<file path="src/rtl/adc_multi_capture_pkg.sv">
// Shared state encoding and helpers for the multi-channel serial ADC capture engine.
package adc_multi_capture_pkg;

    localparam int STATE_BITS = 3;

    typedef enum logic [STATE_BITS-1:0] {
        ST_IDLE  = 3'd0,
        ST_TRACK = 3'd1,
        ST_ZEROS = 3'd2,
        ST_READ  = 3'd3,
        ST_DRAIN = 3'd4
    } state_t;

    function automatic int max3(input int a, input int b, input int c);
        int m;
        m = a;
        if (b > m) m = b;
        if (c > m) m = c;
        return m;
    endfunction

endpackage

</file>
<file path="src/rtl/adc_multi_capture_sclk_gen.sv">
// SCLK generator: idles high, restarts low on load, toggles every SCLK_HALF clk cycles.
module adc_multi_capture_sclk_gen #(
    parameter int SCLK_HALF = 1
) (
    input  logic clk,
    input  logic reset_n,
    input  logic enable,
    input  logic load,
    input  logic idle,
    output logic sclk,
    output logic fall_tick,
    output logic period_tick
);

    localparam int HW = (SCLK_HALF > 1) ? $clog2(SCLK_HALF) : 1;

    logic [HW-1:0] cnt;
    logic          half_end;

    assign half_end    = (cnt == HW'(SCLK_HALF - 1));
    // Every SCLK period starts low, so each one ends on the 1->0 edge.
    assign fall_tick   = enable && sclk && half_end;
    assign period_tick = fall_tick;

    always_ff @(posedge clk or negedge reset_n) begin
        if (!reset_n) begin
            sclk <= 1'b1;
            cnt  <= '0;
        end else if (load) begin
            sclk <= 1'b0;
            cnt  <= '0;
        end else if (idle) begin
            sclk <= 1'b1;
            cnt  <= '0;
        end else if (enable) begin
            if (half_end) begin
                cnt  <= '0;
                sclk <= ~sclk;
            end else begin
                cnt <= cnt + 1'b1;
            end
        end
    end

endmodule

</file>
<file path="src/rtl/adc_multi_capture.sv">
// Lockstep capture of NUM_ADC serial converters, then an in-order drain into the pixel FIFO.
module adc_multi_capture
    import adc_multi_capture_pkg::*;
#(
    parameter int NUM_ADC      = 1,
    parameter int ADC_BITS     = 12,
    parameter int LEAD_ZEROS   = 3,
    parameter int TRACK_CYCLES = 14,
    parameter int SCLK_HALF    = 1,
    parameter int OUT_WIDTH    = 8
) (
    input  logic                  clk,
    input  logic                  reset_n,
    input  logic                  adc_capture_start,
    input  logic                  align_msb,
    input  logic                  fifo_full,
    input  logic [NUM_ADC-1:0]    sdata,
    output logic                  adc_capture_done,
    output logic                  capture_overrun,
    output logic                  fifo_write_enable,
    output logic [OUT_WIDTH-1:0]  fifo_write_data,
    output logic                  sclk,
    output logic                  cs_n,
    output logic [STATE_BITS-1:0] fsm_state
);

    localparam int MAX_COUNT = max3(TRACK_CYCLES, LEAD_ZEROS, ADC_BITS);
    localparam int TW        = $clog2(MAX_COUNT + 1);
    localparam int CW        = $clog2(NUM_ADC) + 1;

    state_t               state, state_next;
    logic [TW-1:0]        timer;
    logic [CW-1:0]        ch;
    logic                 pending, req, consume, last_write;
    logic                 active, active_next, track_exit;
    logic                 fall_tick, period_tick;
    logic [ADC_BITS-1:0]  sample [NUM_ADC];
    logic [ADC_BITS-1:0]  cur_sample;
    logic [OUT_WIDTH-1:0] aligned;

    assign req         = adc_capture_start | pending;
    assign active      = (state == ST_ZEROS) || (state == ST_READ);
    assign active_next = (state_next == ST_ZEROS) || (state_next == ST_READ);
    assign track_exit  = (state == ST_TRACK) && active_next;
    assign last_write  = (state == ST_DRAIN) && !fifo_full && (ch == CW'(NUM_ADC - 1));
    assign consume     = req && ((state == ST_IDLE) || last_write);
    assign fsm_state   = state;

    adc_multi_capture_sclk_gen #(.SCLK_HALF(SCLK_HALF)) u_sclk_gen (
        .clk         (clk),
        .reset_n     (reset_n),
        .enable      (active),
        .load        (track_exit),
        .idle        (!active_next),
        .sclk        (sclk),
        .fall_tick   (fall_tick),
        .period_tick (period_tick)
    );

    always_ff @(posedge clk or negedge reset_n) begin
        if (!reset_n) state <= ST_IDLE;
        else          state <= state_next;
    end

    always_comb begin
        state_next = state;
        case (state)
            ST_IDLE:  if (req) state_next = ST_TRACK;
            ST_TRACK: if (timer == TW'(TRACK_CYCLES - 1))
                          state_next = (LEAD_ZEROS == 0) ? ST_READ : ST_ZEROS;
            ST_ZEROS: if (period_tick && timer == TW'(LEAD_ZEROS - 1)) state_next = ST_READ;
            ST_READ:  if (fall_tick && timer == TW'(ADC_BITS - 1)) state_next = ST_DRAIN;
            ST_DRAIN: if (last_write) state_next = req ? ST_TRACK : ST_IDLE;
            default:  state_next = ST_IDLE;
        endcase
    end

    always_comb begin
        cur_sample = '0;
        for (int k = 0; k < NUM_ADC; k++) begin
            if (ch == CW'(k)) cur_sample = sample[k];
        end
        aligned = align_msb ? cur_sample[ADC_BITS-1 -: OUT_WIDTH] : cur_sample[OUT_WIDTH-1:0];
    end

    always_ff @(posedge clk or negedge reset_n) begin
        if (!reset_n) begin
            timer             <= '0;
            ch                <= '0;
            pending           <= 1'b0;
            cs_n              <= 1'b1;
            adc_capture_done  <= 1'b0;
            capture_overrun   <= 1'b0;
            fifo_write_enable <= 1'b0;
            fifo_write_data   <= '0;
            for (int k = 0; k < NUM_ADC; k++) sample[k] <= '0;
        end else begin
            adc_capture_done <= track_exit;
            cs_n             <= !active_next;
            // Any request seen while one is already queued is folded into it.
            capture_overrun  <= adc_capture_start && pending;
            if (consume)                                      pending <= 1'b0;
            else if (adc_capture_start && state != ST_IDLE)   pending <= 1'b1;

            if (state_next != state)
                timer <= '0;
            else if ((state == ST_TRACK) || (active && period_tick))
                timer <= timer + 1'b1;

            if (state_next != ST_DRAIN)                 ch <= '0;
            else if (state == ST_DRAIN && !fifo_full)   ch <= ch + 1'b1;

            fifo_write_enable <= (state == ST_DRAIN) && !fifo_full;
            if (state == ST_DRAIN && !fifo_full) fifo_write_data <= aligned;

            if (state == ST_READ && fall_tick) begin
                for (int k = 0; k < NUM_ADC; k++)
                    sample[k] <= (sample[k] << 1) | ADC_BITS'(sdata[k]);
            end
        end
    end

endmodule
</file>
<file path="config.mk">
export PLATFORM = sky130hd
export DESIGN_NAME = adc_multi_capture
export DESIGN_NICKNAME = d
export VERILOG_FILES = /design/src/rtl/adc_multi_capture_pkg.sv /design/src/rtl/adc_multi_capture_sclk_gen.sv /design/src/rtl/adc_multi_capture.sv
export SDC_FILE = /design/constraint.sdc
export NUM_CORES = 1
export LEC_CHECK = 0
export ABC_CLOCK_PERIOD_IN_PS = 3100
export BUFFER_PORTS_ARGS = -buffer_cell sky130_fd_sc_hd__buf_2
export CAP_MARGIN = 20
export CORE_MARGIN = 4
export CORE_UTILIZATION = 43
export DETAILED_ROUTE_END_ITERATION = 6
export GPL_TIMING_DRIVEN = 1
export MAX_ROUTING_LAYER = met4
export PLACE_DENSITY = 0.59
export SKIP_CTS_REPAIR_TIMING = 1
export SYNTH_ARGS = -nofsm -noshare
export SYNTH_HDL_FRONTEND = slang
export SYNTH_HIERARCHICAL = 1
export SYNTH_SLANG_ARGS = --single-unit
export TNS_END_PERCENT = 30
</file>
<file path="constraint.sdc">
create_clock -name clk -period 3.1 [get_ports clk]
set_clock_uncertainty 0.1 [all_clocks]
set_input_delay 0.31 -clock clk [delete_from_list [all_inputs] [get_ports clk]]
set_output_delay 0.31 -clock clk [all_outputs]
set_load 0.01 [all_outputs]
</file>
* Word-level counts from Yosys, hierarchy flattened
Cells that the tools add are included.
** Word-level totals
- Flip-flop bits (word level) :: 35
- Bits in latches :: 0
- Bits in writable memories :: 0
- Bits in read-only memories :: 0
- Bits of input ports :: 6
- Output and inout bits :: 16
- Logic and storage cells :: 80
- Memories :: 0
** Operators by class
- Add/subtract/negate cells :: 3
- Multipliers :: 0
- Divide/modulo/power cells :: 0
- Order comparisons :: 0
- Equality and inequality tests :: 13
- Shift-type cells :: 0
- Multiplexer cells :: 23
- Bitwise logic cells :: 5
- Reduce and logical (&&, ||, !) cells :: 24
** Operators with widths (count)
- two-way mux 3 bit :: 5
- one-hot mux 3 bit (5 select lines) :: 1
- two-way mux 1 bit :: 13
- == test 3 x 2 -> 1 bit, second input constant :: 4
- logical AND 1 bit :: 12
- two-way mux 12 bit :: 1
- OR 12 x 1 -> 12 bit :: 1
- == test 4 bit, second input constant :: 2
- two-way mux 4 bit :: 2
- two-way mux 8 bit :: 1
- inequality test 3 bit, second input constant :: 2
- nonzero test 2 bit :: 3
- adder 4 x 1 -> 4 bit, second input constant :: 1
- == test 4 x 2 -> 1 bit, second input constant :: 1
- logical OR 1 bit :: 4
- == test 3 x 1 -> 1 bit, second input constant :: 1
- == test 3 bit, second input constant :: 1
- logical NOT 3 bit :: 1
- inequality test 3 x 2 -> 1 bit, second input constant :: 1
- inequality test 3 bit :: 1
- inverter 1 bit :: 3
- nonzero test 3 bit :: 1
- adder 1 bit, second input constant :: 2
- logical NOT 1 bit :: 2
- other kinds (2) :: 2

* Logic depth before layout (Yosys ltp)
Gate-level depths: netlist (run 1).
- Word-level depth :: 12
- Mapped depth :: 8
- Gate-level depth less buffers :: 7

* Hierarchy
Netlist (run 1), hierarchy kept.
** By module, submodules not included
- adc_multi_capture :: times used 1, cells each 125, area each 1596.5 µm², sequential area each 827.0 µm²
- adc_multi_capture_sclk_gen :: times used 1, cells each 6, area each 58.8 µm², sequential area each 26.3 µm²

* Worst setup path after synthesis (run 1)
Ideal clock, no wire load.
- Path kind :: reg2reg
- Start :: register state[1] (netlist: fsm_state[1])
- End :: register timer[1]
- Library setup time :: 0.111 ns
- Data arrival time :: 1.670 ns
- Required time :: 2.889 ns
- Path slack :: 1.218 ns
- Cell stages (with the launch flop) :: 8
- Path buffers :: 2
- Clock period less this slack :: 1.882 ns
- Cell sequence :: dfrtp_1 -> buf_6 -> nor2b_4 -> and2_2 -> buf_4 -> mux2i_2 -> nor2_2 -> a2111oi_2
** Between the ends
- Longest elaborated chain between the ends :: 9
** RTL lines
- start, declared :: line adc_multi_capture.sv:31 : state_t state, state_next;
- start signal, assigned :: line adc_multi_capture.sv:62 : else state <= state_next;
- == test 3 x 2 -> 1 bit :: line adc_multi_capture.sv:42 : assign active = (state == ST_ZEROS) || (state == ST_READ);
- logical OR 1 bit (*) :: line adc_multi_capture.sv:42
- named net active :: line adc_multi_capture.sv:35 : logic active, active_next, track_exit;
- logical AND 1 bit (*) (2 in series) :: line adc_multi_capture_sclk_gen.sv:22 : assign fall_tick = enable && sclk && half_end;
- named net fall_tick :: line adc_multi_capture.sv:36 : logic fall_tick, period_tick;
- logical AND 1 bit, on equally long branches :: line adc_multi_capture.sv:72, adc_multi_capture.sv:71
- two-way mux 3 bit, on equally long branches :: line adc_multi_capture.sv:72, adc_multi_capture.sv:71
- one-hot mux 3 bit (5 select lines) :: line adc_multi_capture.sv:67 : case (state)
- inequality test 3 bit :: line adc_multi_capture.sv:105 : if (state_next != state)
- two-way mux 4 bit or nonzero test 2 bit (tied branches)
- end signal, assigned :: line adc_multi_capture.sv:108 : timer <= timer + 1'b1;
- end, declared :: line adc_multi_capture.sv:32 : logic [TW-1:0] timer;
Mark *: on every way through the listed nets, which the timed path passes. The rest lies on a longest branch.
A chain may end at the register's enable or synchronous reset.

* Worst setup path after layout (run 1)
- Start :: register state[1] (netlist: fsm_state[1])
- End :: register timer[3]
The elaborated chain is that of the path after synthesis.

==> reports/results.txt, run 1 <==
global router's overall resource usage -> 0.1431
FF-to-FF setup slack -> 0.98 ns
worst slew slack as a fraction of its limit -> 0.5042
post-synthesis cell area -> 1655 µm²
detailed-router iteration count before antenna repair -> 4
via/cell ratio -> 5.105
Achievable Freq -> 0.4717 GHz
Avg WL per Cell -> 14.76 µm
cells after synthesis -> 131
clock-pin slew of the registers on the worst-case setup and hold paths -> 0.07 ns
first-pass GRT wire length -> 5237 µm
final critical-path required period -> 2.120 ns
dominant cell type by area after synthesis -> dfrtp_1
post-synth cell types -> 39
number of buffers and inverters on the critical path -> 0
TritonCTS clock tree -> yes
main combinational cell family by area after synthesis -> multiplexers
Fin. Hold Viols -> 27
overall routed net length -> 2952 µm
total power consumption of the routed design -> 1.431 mW
share of post-route cells with drive strength above 1 -> 0.3684
via count of the first global-routing pass -> 1039
DRC violations left -> 0
Avg Inst Size Synth -> 12.64 µm²
Max Root-Sink Buffers -> 2
data arrival time of the critical path -> 2.17 ns
via count -> 1021
DRT iter0 DRCs -> 46
top cells by area in the synthesized netlist -> dfrtp_1 48%, mux2_4 9.1%, mux2i_1 4.8%
number of placed cells counting well taps -> 193
Slowest-stage cell, CP -> dfrtp_1
Total Neg Setup Slack -> 0 ns
critical path launch point type -> flop
number of standard cells in the layout, taps in and fillers out -> 200
part of the cycle the worst path needs -> 0.6839
RSZ-0062 raised after global routing -> false
number of violations of the max-capacitance limit -> 0
Sink Count -> 34
worst path required time -> 3.15 ns
area share of the leading cell type in the synthesized netlist -> 0.4837
vertical extent of the die -> 70.05 µm
number of antenna violations at the first check in global routing -> 0
Synth Warn # -> 6
number of slew-limit violations in the final report -> 0
die width -> 70.05 µm
initial core utilization -> 0.4488
capturing element type of the critical path -> flop
leakage power of the design -> 0.9253 nW
final global-route overflow total -> 0
hold slack final -> -0.01542 ns
Area growth syn-to-layout -> 11.26%
critical-path maximum fanout -> 9
launch point of the critical path -> fsm_state[1]$_DFF_PN0_
Die Footprint -> 4906 µm²
xor and xnor area share after synthesis -> 0.02646
clock root cell -> clkbuf_8
core box area -> 3689 µm²
power per unit of standard cell area -> 777.2 nW/µm²
startpoint of the most critical register-to-register path -> fsm_state[1]$_DFF_PN0_
Core Rows -> 22
Inserted Clock Buffers -> 5
adder-cell share of the synthesized area -> 0.02268
utilization after layout -> 0.4993
run status -> complete, but fails checks
critical path class -> flop to flop
n_diodes -> 0
Max IR drop VDD -> 0.4953 mV
number of nets in the finished design -> 161
count of buffers inserted at the top-level ports -> 21
post-synthesis register bit count -> 34
pin count of the biggest net entering global routing -> 35
Compound-Gate Fraction of Synth Area -> 0.09070
register area share after synthesis -> 0.5155
total nets after synthesis -> 140
violations in the final reports -> negative hold slack
count of final setup violators -> 0
measured slew at the worst slew-check pin -> 0.7437 ns
Hold/Removal Path Class -> primary input to async pin
Top delay family on crit path -> simple AND/OR/NAND/NOR gates
proportion of synthesized area in mux cells -> 0.1610
Final Wtd Congestion -> 0.8462
depth of the CTS H-tree -> 2
crit-path max cell delay -> 0.54 ns
detailed placer's ending HPWL -> 2083 µm
clock insertion delay at the later pin of the skew report -> 0.28 ns
critical path cell sequence -> nor2b_4 -> and2_2 -> and4b_1 -> nand2_1 -> a32oi_1 -> nor3_1
simple-gate area share of the yosys netlist -> 0.1353
number of top-level design ports -> 22
number of routed nets with antenna violations -> 0
==> through the flow <==
stage | cell area, µm² | hold WS, ns | setup slack [ns]
final | 1842 | -0.01542 | 0.9798
after global routing | 1842 | 0.05226 | 0.8241
after CTS | 1842 | 0.01207 | 0.9908
after detailed placement | 1763 | 0.3237 | 1.007
after global placement | 1763 | 0.3043 | 1.120
after floorplan | 1655 | -0.08559 | 1.218
==> logic make-up (layout without fill, tap and decap cells) <==
group	count (synthesis)	after routing
AND/OR/NAND/NOR	36	36
flip-flops	34	34
multiplexers	21	21
AO/OA/AOI/OAI	19	19
buffers and inverters	13	34
XOR/XNOR	5	5
adder cells (fa/ha/maj)	3	3
==> worst paths after layout <==
path,end,depth (start not counted)
setup / recovery,timer[3]$_DFFE_PN0P_,6
min in group clk,capture_overrun$_DFF_PN0_,2
max in group asynchronous,adc_capture_done$_DFF_PN0_,1
setup reg to reg,timer[3]$_DFFE_PN0P_,6
hold / removal,pending$_DFFE_PN0P_,1
hold reg to reg,fifo_write_data[5]$_DFFE_PN0N_,2
==> power by group <==
| group | switching (mW) | internal (mW) |
|---|---|---|
| combinational | 0.226 | 0.240 |
| sequential | 0.113 | 0.548 |
| clock | 0.154 | 0.151 |
| total | 0.493 | 0.939 |
==> layout make-up <==
class / count / area, µm²
fill: 337 / 1847
timing repair buffer: 21 / 105.1
clock inverter: 2 / 10.01
inverter: 6 / 22.52
tap: 48 / 60.06
multi-input combinational: 84 / 721.9
clock buffer: 5 / 68.82
sequential: 34 / 853.3
==> cells in the mapped netlist, drive strengths merged <==
master	number
mux2	12
a21boi	1
inv	6
a21oi	3
nand3	3
nand2	10
clkbuf	1
dfrtp	32
nor3b	1
xnor2	5
dfstp	2
o2bb2ai	1
buf	6
nor3	5
ha	3
o31ai	9
and4b	2
o211ai	1
o21ai	2
nand3b	2
a32oi	1
and2	4
nor2b	2
nand4	1
a2111oi	1
nor2	6
mux2i	9
==> worst register-to-register path, cell delays in order (launching register included) <==
cell and delay (ns):
dfrtp_1 0.54, nor2b_4 0.28, and2_2 0.22, and4b_1 0.28, nand2_1 0.09, a32oi_1 0.36, nor3_1 0.12
==> per-layer routing <==
| layer | track usage | share of wire | vias to the layer above | wire (µm) |
|---|---|---|---|---|
| met4 | 0.06383 | 0.021 | 0 | 63 |
| li1 | - | - | 497 | - |
| met2 | 0.2130 | 0.47 | 27 | 1389 |
| met3 | 0.04892 | 0.056 | 7 | 166 |
| met5 | - | 0 | - | 0 |
| met1 | 0.1757 | 0.45 | 490 | 1333 |
==> state kept, by name, indices dropped and copies added (netlist names) <==
register           cells
capture_overrun        1
sample                12
timer                  4
cs_n                   1
u_sclk_gen/sclk        1
fifo_write_data        8
adc_capture_done       1
fsm_state              3
ch                     1
fifo_write_enable      1
pending                1
==> cell usage in the layout (no fill, tap or decap), drive strengths merged <==
cell	instances
mux2	12
and4b	2
a21oi	3
o211ai	1
mux2i	9
dfstp	2
o31ai	9
a21boi	1
ha	3
nand2	10
clkbuf	5
nand4	1
nor2	6
a2111oi	1
o2bb2ai	1
inv	6
o21ai	2
buf	21
nor3	5
nor2b	2
clkinv	2
a32oi	1
xnor2	5
nor3b	1
and2	4
nand3	3
dfrtp	32
nand3b	2
No activity file was read; power rests on OpenSTA's default activity.
==> run 2, diff against run 1 <==
ABC_CLOCK_PERIOD_IN_PS = 1890   (was 3100)
PLACE_DENSITY = 0.62   (was 0.59)
clock period = 1.89 ns   (was 3.1 ns; I/O delays follow)
==> run 2 against run 1 <==
Effect of this change: the run now ends clean; largest cell class unchanged; largest power group unchanged; count of clock-buffer cells in the layout increased by 1; core utilization increased by 1.6 points; global-route usage decreased by 0.62 points; routed wire length increased by 1.8%.
==> reports/results.txt, run 2 (synthesized netlist as in run 1, its figures left out) <==
run status -> completed
via count of the first global-routing pass -> 1074 (+3.4%)
RSZ-0062 raised after global routing -> false
most common cell after layout, fill and taps aside -> dfrtp_1
Final Wtd Congestion -> 0.8652 (+2.2%)
via count -> 1046 (+2.4%)
power per unit of standard cell area -> 1271 nW/µm² (+64%)
share of post-route cells with drive strength above 1 -> 0.3885 (+0.02011)
Avg WL per Cell -> 14.66 µm (-0.65%)
Max Root-Sink Buffers -> 2 (unchanged)
critical path class -> flop to flop
critical-path maximum fanout -> 4 (-5)
Sink Count -> 34 (unchanged)
leakage power of the design -> 0.9546 nW (+3.2%)
overall routed net length -> 3006 µm (+1.8%)
Die Footprint -> 4906 µm² (unchanged)
most frequent cells in the layout -> 32 x dfrtp_1, 21 x buf_2, 10 x nand2_1, 10 x mux2_4, 9 x o31ai_1
number of standard cells in the layout, taps in and fillers out -> 205 (+2.5%)
register with the most flip-flops -> sample
clock network fraction of design power -> 0.214 (about the same)
number of slew-limit violations in the final report -> 0 (unchanged)
clock insertion delay at the later pin of the skew report -> 0.28 ns (about the same)
worst path required time -> 1.96 ns (-1.19 ns)
utilization after layout -> 0.5153 (+0.01594)
final global-route overflow total -> 0 (unchanged)
data arrival time of the critical path -> 1.80 ns (-0.37 ns)
count of buffers inserted at the top-level ports -> 21 (unchanged)
depth of the CTS H-tree -> 2 (unchanged)
Area growth syn-to-layout -> 14.81%
Flop pwr share -> 0.429 (-0.032)
global router's overall resource usage -> 0.1369 (-0.006178)
portion of total power attributed to combinational logic -> 0.356 (+0.030)
first-pass GRT wire length -> 5092 µm (-2.8%)
internal power consumption -> 1.614 mW (+72%)
DRT iter0 DRCs -> 48 (+4.3%)
Max IR drop VDD -> 0.5179 mV (+4.6%)
Sw Ratio -> 0.3315 (-0.01279)
die width -> 70.05 µm (unchanged)
n_diodes -> 0 (unchanged)
number of placed cells counting well taps -> 198 (+2.6%)
Hold/Removal Path Class -> primary input to flop
number of antenna violations at the first check in global routing -> 0 (unchanged)
TritonCTS clock tree -> yes
part of the cycle the worst path needs -> 0.9159 (+0.2319)
worst slew slack as a fraction of its limit -> 0.5076 (+0.003368)
largest registers -> sample: 12 flops, fifo_write_data: 8 flops, timer: 4 flops
detailed placer's ending HPWL -> 2189 µm (+5.1%)
vertical extent of the die -> 70.05 µm (unchanged)
switching power of the nets -> 0.8007 mW (+62%)
pin count of the biggest net entering global routing -> 35 (unchanged)
capturing element type of the critical path -> flop
DRC violations left -> 0 (unchanged)
number of routed nets with antenna violations -> 0 (unchanged)
clock-pin slew of the registers on the worst-case setup and hold paths -> 0.06 ns (about the same)
count of final setup violators -> 0 (unchanged)
measured slew at the worst slew-check pin -> 0.7387 ns (-0.005052 ns)
Total Neg Setup Slack -> 0 ns (unchanged)
clock root cell -> clkbuf_8
number of top-level design ports -> 22 (unchanged)
final critical-path required period -> 1.731 ns (-0.3892 ns)
via/cell ratio -> 5.102 (about the same)
core box area -> 3689 µm² (unchanged)
flip-flop count of the largest register after layout -> 12 (unchanged)
number of nets in the finished design -> 167 (+3.7%)
Fin. Hold Viols -> 0 (-100%)
initial core utilization -> 0.4488 (unchanged)
number of violations of the max-capacitance limit -> 0 (unchanged)
Inserted Clock Buffers -> 5 (unchanged)
detailed-router iteration count before antenna repair -> 4 (unchanged)
critical path launch point type -> flop
Achievable Freq -> 0.5777 GHz (+22%)
Core Rows -> 22 (unchanged)
## run 2: critical path: stages, from the launching register on
cell and delay (ns):
dfrtp_1 0.37, nor2b_4 0.13, and2_2 0.22, and4b_1 0.24
a21oi_2 0.16, o2bb2ai_2 0.09, a2111oi_2 0.32
## run 2: power by group through the flow
stage | logic [mW] | clock network, mW | registers [mW]
floorplan | 0.660 | 0 | 1.05
global placement | 0.831 | 0 | 1.04
detailed placement | 0.853 | 0 | 1.05
CTS | 0.854 | 0.534 | 1.04
global route | 0.951 | 0.569 | 1.06
finish | 0.860 | 0.518 | 1.04
## run 2: layer usage
metal,GRT usage,up-vias,part of all wire
li1,-,510,-
met1,0.1843,498,0.50
met2,0.1889,31,0.42
met3,0.04892,7,0.065
met4,0.05106,0,0.016
met5,-,-,0
## run 2: through the flow
stage                     setup WS [ns]  instance area (µm²)  total power [mW]  hold slack [ns]
final                            0.1590                 1901             2.415          0.03813
after global routing            0.02881                 1901             2.580          0.02441
after CTS                       0.09706                 1883             2.428          -0.1087
after detailed placement        0.09707                 1800             1.903           0.1942
after global placement           0.1792                 1800             1.871           0.1836
after floorplan                0.008455                 1655             1.709          -0.2066
## run 2: final timing paths
path | startpoint | end | slack, ns | cells after the start
worst max-delay path | fsm_state[1]$_DFF_PN0_ | timer[1]$_DFFE_PN0P_ | 0.16 | 6
worst min-delay path | sdata | sample[0]$_DFFE_PN0P_ | 0.04 | 2
worst max register to register | fsm_state[1]$_DFF_PN0_ | timer[1]$_DFFE_PN0P_ | 0.16 | 6
worst min register to register | fifo_write_data[4]$_DFFE_PN0N_ | fifo_write_data[4]$_DFFE_PN0N_ | 0.37 | 2
max in group asynchronous | reset_n | ch$_DFFE_PN0P_ | 0.81 | 2
min in group asynchronous | reset_n | fifo_write_data[3]$_DFFE_PN0N_ | 0.41 | 2
## run 2: cell type report
class	instances	area, µm²
multi-input cells	84	729.5
repair buffers	27	152.6
well taps	48	60.06
inverters	6	22.52
flip-flops and latches	34	853.3
clock buffers	6	82.58
fillers	341	1788
